$ cat config.mk
export PLATFORM = sky130hd
export DESIGN_NAME = inscache
export DESIGN_NICKNAME = d
export VERILOG_FILES = /design/src/rtl/inscache_pkg.sv /design/src/rtl/inscache_array.sv /design/src/rtl/inscache.sv
export SDC_FILE = /design/constraint.sdc
export NUM_CORES = 2
export LEC_CHECK = 0
export ABC_CLOCK_PERIOD_IN_PS = 9200
export BUFFER_PORTS_ARGS = -buffer_cell sky130_fd_sc_hd__buf_2
export CORE_UTILIZATION = 49
export DETAILED_ROUTE_END_ITERATION = 12
export GPL_TIMING_DRIVEN = 0
export PLACE_DENSITY = 0.75
export REMOVE_ABC_BUFFERS = 1
export SYNTH_ARGS = -nofsm -noshare
export SYNTH_HDL_FRONTEND = slang
export SYNTH_SLANG_ARGS = --single-unit
$ cat constraint.sdc
create_clock -name clk_in -period 9.2 [get_ports clk_in]
set_input_delay 0.92 -clock clk_in [delete_from_list [all_inputs] [get_ports clk_in]]
set_output_delay 0.92 -clock clk_in [all_outputs]
set_load 0.01 [all_outputs]
$ cat src/rtl/inscache_pkg.sv
// inscache_pkg: shared geometry default and fetch FSM state type for the instruction cache.
package inscache_pkg;
  localparam int LINE_BITS_DEF = 6;
  typedef enum logic {S_IDLE, S_WAIT} state_e;
endpackage

$ cat src/rtl/inscache_array.sv
// inscache_array: valid/tag/data line storage with one async read port and one sync write port.
module inscache_array
  import inscache_pkg::*;
#(
  parameter int LINE_BITS = LINE_BITS_DEF,
  parameter int TAG_W = 30 - LINE_BITS
) (
  input  logic                 clk_in,
  input  logic                 rst_in,
  input  logic [LINE_BITS-1:0] rd_idx,
  output logic                 rd_valid,
  output logic [TAG_W-1:0]     rd_tag,
  output logic [31:0]          rd_data,
  input  logic                 we,
  input  logic [LINE_BITS-1:0] wr_idx,
  input  logic [TAG_W-1:0]     wr_tag,
  input  logic [31:0]          wr_data
);
  localparam int N = 1 << LINE_BITS;
  logic [N-1:0]     valid_q, valid_d;
  logic [TAG_W-1:0] tag_q  [N], tag_d  [N];
  logic [31:0]      data_q [N], data_d [N];
  assign rd_valid = valid_q[rd_idx];
  assign rd_tag   = tag_q[rd_idx];
  assign rd_data  = data_q[rd_idx];
  always_comb begin
    valid_d = valid_q;
    tag_d   = tag_q;
    data_d  = data_q;
    if (we) begin
      valid_d[wr_idx] = 1'b1;
      tag_d[wr_idx]   = wr_tag;
      data_d[wr_idx]  = wr_data;
    end
  end
  // only the valid bits are reset; tag/data contents are don't-care until valid
  always_ff @(posedge clk_in) begin
    valid_q <= rst_in ? '0 : valid_d;
    tag_q   <= tag_d;
    data_q  <= data_d;
  end
endmodule

$ cat src/rtl/inscache.sv
// inscache: direct-mapped instruction cache; combinational hits, single outstanding miss to memctrl.
module inscache
  import inscache_pkg::*;
#(
  parameter int LINE_BITS = LINE_BITS_DEF
) (
  input  logic        clk_in,
  input  logic        rst_in,
  input  logic        rdy_in,
  input  logic        rob_clear,
  input  logic        req_valid,
  input  logic [31:0] req_pc,
  output logic        hit,
  output logic [31:0] hit_ins,
  output logic        is_fetch,
  output logic [31:0] fetch_addr,
  input  logic        is_back,
  input  logic [31:0] back_ins
);
  localparam int TAG_W = 30 - LINE_BITS;
  state_e      state_q, state_d;
  logic        is_fetch_q, is_fetch_d;
  logic [31:0] fetch_addr_q, fetch_addr_d;
  logic        rd_valid, bypass, fill, unused_pc;
  logic [TAG_W-1:0] rd_tag;
  logic [31:0] rd_data;
  assign unused_pc = ^req_pc[1:0];
  inscache_array #(.LINE_BITS(LINE_BITS), .TAG_W(TAG_W)) u_array (
    .clk_in  (clk_in),
    .rst_in  (rst_in),
    .rd_idx  (req_pc[LINE_BITS+1:2]),
    .rd_valid(rd_valid),
    .rd_tag  (rd_tag),
    .rd_data (rd_data),
    .we      (fill),
    .wr_idx  (fetch_addr_q[LINE_BITS+1:2]),
    .wr_tag  (fetch_addr_q[31:LINE_BITS+2]),
    .wr_data (back_ins)
  );
  // returning word is forwarded straight to the requester while the line fills
  assign bypass     = state_q == S_WAIT && is_back && req_valid && req_pc[31:2] == fetch_addr_q[31:2];
  assign hit        = (req_valid && rd_valid && rd_tag == req_pc[31:LINE_BITS+2]) || bypass;
  assign hit_ins    = bypass ? back_ins : rd_data;
  assign is_fetch   = is_fetch_q;
  assign fetch_addr = fetch_addr_q;
  assign fill       = !rst_in && rdy_in && !rob_clear && state_q == S_WAIT && is_back;
  always_comb begin
    state_d      = state_q;
    is_fetch_d   = is_fetch_q;
    fetch_addr_d = fetch_addr_q;
    if (rdy_in) begin
      if (rob_clear) begin
        state_d    = S_IDLE;
        is_fetch_d = 1'b0;
      end else if (state_q == S_IDLE) begin
        is_fetch_d = req_valid && !hit;
        state_d    = is_fetch_d ? S_WAIT : S_IDLE;
        fetch_addr_d = is_fetch_d ? {req_pc[31:2], 2'b00} : fetch_addr_q;
      end else if (is_back) begin
        state_d    = S_IDLE;
        is_fetch_d = 1'b0;
      end
    end
  end
  always_ff @(posedge clk_in) begin
    if (rst_in) begin
      state_q      <= S_IDLE;
      is_fetch_q   <= 1'b0;
      fetch_addr_q <= '0;
    end else begin
      state_q      <= state_d;
      is_fetch_q   <= is_fetch_d;
      fetch_addr_q <= fetch_addr_d;
    end
  end
endmodule

==> impl_metrics.py <==
metrics = {
    "status": {
        "outcome": "finished, violations left",
        "violations": "capacitance limit, slew limit",
    },
    "routing": {
        "drt-total-wl_um": 427000,
        "firstDrtPassIters": 9,
        "dr.first_iter.drc_count": 14300,
        "wl_per_cell_um": 38.7,
        "avgViaCountPerCell": 6.94,
        "drc": 0,
        "detail-route-antenna-nets": 0,
        "via_count": 76600,
    },
    "place": {
        "place_congestion": 0.825,
        "dp_slack_ns": 0.688,
        "dp_cells": 10400,
        "postPlaceCellArea_sq_um": 153000,
        "dp_hpwl_um": 249000,
        "port_buffers": 131,
    },
    "sta": {
        "post-route-period-util": 0.957,
        "maxSlewHeadroom": -0.00453,
        "setup_ws_ns": 0.392,
        "whs_ns": 0.373,
        "hold_viol": 0,
        "fmax_ghz": 0.114,
        "tightest_slew_ns": 1.50,
        "slew_viol_final": 9,
        "rsz0062_at_grt": "no",
        "fin_crit_ns": 8.81,
        "clock_skew_ns": 0.0528,
        "finalSetupViolations": 0,
    },
    "critical_path": {
        "arrival_ns": 7.89,
        "crit_fanout": 116,
        "crit_type": "in -> out",
        "crit_path_start_kind": "input port",
        "critPathRequiredTime_ns": 8.28,
        "end_kind": "output pin",
    },
    "clocking": {
        "max-clock-path-buffers": 4,
        "cts-root-buf": "clkbuf_16",
        "clkTransAtPathRegs_ns": 0.06,
        "cts_resized": 0,
        "cts.htree.levels": 5,
        "cts_tree": "done",
        "clk_latency_ns": 0.91,
        "cts_setup_buffers": 0,
        "clock_sink_count": 3680,
        "hold_buffers": 0,
        "cts_buffers": 347,
    },
    "power_and_ir_drop": {
        "powerDensity_nw_per_um2": 208,
        "ir_worst_vdd_mv": 0.141,
        "p_leak_nw": 50.9,
    },
    "synthesis": {
        "ys_warn_count": 0,
        "ys_seq_area_frac": 0.769,
        "synth_ff_type": "edfxtp_1",
        "synth_seq_cells": 3680,
        "netlist_area_sq_um": 143000,
        "synth-edff-count": 3584,
        "avgSynthCellArea_sq_um": 22.0,
        "synth.distinct_cells": 76,
        "async_reset_ff_frac": 0,
        "synthCells": 6473,
    },
    "finish": {
        "stdcell_area_sq_um": 164000,
        "stdcell_count": 11000,
        "nets": 6952,
        "area_delta_synth_final_pct": 15.2,
        "drive_above_1_share": 0.276,
        "n_fill_cell": 19600,
        "utilization": 0.569,
    },
    "min_path": {
        "hold_class": "in -> reg",
    },
    "die": {
        "die_w_um": 541,
        "die_area_sq_um": 293000,
        "ioPinCount": 136,
        "core_area_sq_um": 289000,
        "initial_core_util": 0.494,
        "die_h_um": 541,
        "row_count": 197,
    },
    "global_routing": {
        "grt_use_total": 0.288,
        "grt_max_degree": 141,
        "antenna_found_initial": 28,
        "grt_first_pass_wirelength_um": 585000,
        "grt_pass1_vias": 75600,
        "gr-total-overflow": 0,
    },
    "run": {
        "cap_violations": 1,
    },
}
-- cells in the final DEF, fill, tap and decap left out, types with 17 or more instances in the layout --
cell	synthesis	final
a21oi_1	36	36
a22oi_1	145	145
buf_12	1	230
buf_16	0	63
buf_2	111	125
bufinv_16	0	27
clkbuf_1	176	71
clkbuf_16	0	355
clkinv_1	0	71
clkinv_2	0	53
clkinvlp_4	0	17
dfxtp_1	96	72
dfxtp_2	0	24
edfxtp_1	3584	3584
mux2i_1	342	342
mux4_2	919	919
nand2_1	180	180
nand3_1	80	80
nand3b_1	38	38
nand4_1	52	52
nand4b_1	63	63
nor2_1	210	144
nor2_4	0	65
o22ai_1	20	20
or4b_1	26	26
xor2_1	34	34
-- worst paths after layout --
kind                                                  startpoint                                to  slack, ns  cells after the start
worst max register to register     u_array.tag_q[1169]$_DFFE_PP_       fetch_addr[10]$_SDFFE_PP0P_       4.32                     12
worst max-delay path                                   req_pc[2]                               hit       0.39                     17
worst min register to register  u_array.valid_q[29]$_SDFFE_PP0P_  u_array.valid_q[29]$_SDFFE_PP0P_       0.47                      2
worst min-delay path                                   req_pc[8]        fetch_addr[8]$_SDFFE_PP0P_       0.37                      3
-- flip-flops by register name, summed over array words and instances (netlist names) --
| name | flops |
|---|---|
| fetch_addr | 30 |
| u_array.data_q | 2048 |
| u_array.valid_q | 64 |
| u_array.tag_q | 1536 |
| is_fetch | 1 |
| state_q | 1 |
-- where the power goes --
| part | total [mW] | internal [mW] | switching, mW |
|---|---|---|---|
| clock network | 14.1 | 7.86 | 6.26 |
| logic | 1.63 | 0.639 | 0.996 |
| registers | 18.4 | 18.4 | 0.0462 |
| total | 34.2 | 26.9 | 7.30 |
-- layout make-up --
type | count | area [sq um] | share of cell area
inverter | 9 | 46.3 | 0.000282
clock buffer | 429 | 9190 | 0.0560
multi-input combinational | 2407 | 31700 | 0.193
timing repair buffer | 437 | 7190 | 0.0438
tap | 3880 | 4850 | 0.0296
antenna | 13 | 32.5 | 0.000198
clock inverter | 183 | 1640 | 0.00996
sequential | 3680 | 110000 | 0.667
-- cell usage after synthesis (all sizes together), types with 4 or more instances --
cell type     n  area [sq um]
and3          4          25.0
or4b         30           300
o21ba        14           140
a21oi        36           180
nor4         13          96.3
nor4b         5          50.0
nand2       180           676
a221oi       16           140
mux2         15           169
or3           7          43.8
nor2b        21           139
a22oi       145          1090
nand2b        7          43.8
a31oi        14          87.6
nand3b       38           285
edfxtp     3584        108000
mux2i       342          3420
nand4        53           338
inv           9          33.8
o22ai        20           125
xnor2        15           131
o31ai         5          37.5
clkbuf      178           671
a22o         10          87.6
xor2         34           298
nor2        211           795
nor3         14          70.1
o221ai        5          43.8
buf         200          1140
o211ai        6          45.0
mux4        919         20700
nand3        80           400
a2111oi       6          52.6
o21ai        16          80.1
a211oi       11          82.6
a311oi        5          43.8
nor3b         4          30.0
nand4b       63           552
dfxtp        96          1920
and2          6          37.5
-- metrics by stage --
step / TNS, ns / power [mW]
floorplan: 0 / 19.6
global placement: -9197.21 / 21.2
detailed placement: 0 / 20.4
CTS: 0 / 34.2
global route: 0 / 34.8
finish: 0 / 34.2
-- routing by layer --
| metal | global-route usage | vias to the layer above | routed length, um |
|---|---|---|---|
| li1 | - | 28200 | - |
| met1 | 0.375 | 39500 | 142000 |
| met2 | 0.437 | 7380 | 195000 |
| met3 | 0.0876 | 1598 | 62700 |
| met4 | 0.156 | 8 | 26900 |
| met5 | 0 | - | 63 |
-- worst max-delay path: stages --
cell     delay [ns]
buf_12         0.29
buf_16         0.50
buf_16         0.54
buf_16         0.54
buf_16         0.57
inv_2          0.37
buf_12         0.30
mux4_2         0.44
o21ai_0        0.16
a21oi_1        0.09
nor2_1         0.44
xnor2_1        0.29
nor4_1         0.48
nand4_1        0.15
or4_1          0.47
o31ai_1        0.38
buf_2          0.31
-- cells by family (layout without fill, tap and decap cells) --
logic type | Yosys count | count (layout) | share of synthesized area
flops | 3680 | 3680 | 0.769
buf+inv | 387 | 1058 | 0.0130
simple gates | 750 | 750 | 0.0281
xor+xnor | 49 | 49 | 0.00301
other cells | 1 | 15 | 0.0000263
mux | 1276 | 1276 | 0.170
compound gates | 330 | 330 | 0.0170
No activity file was read; power rests on OpenSTA's default activity.
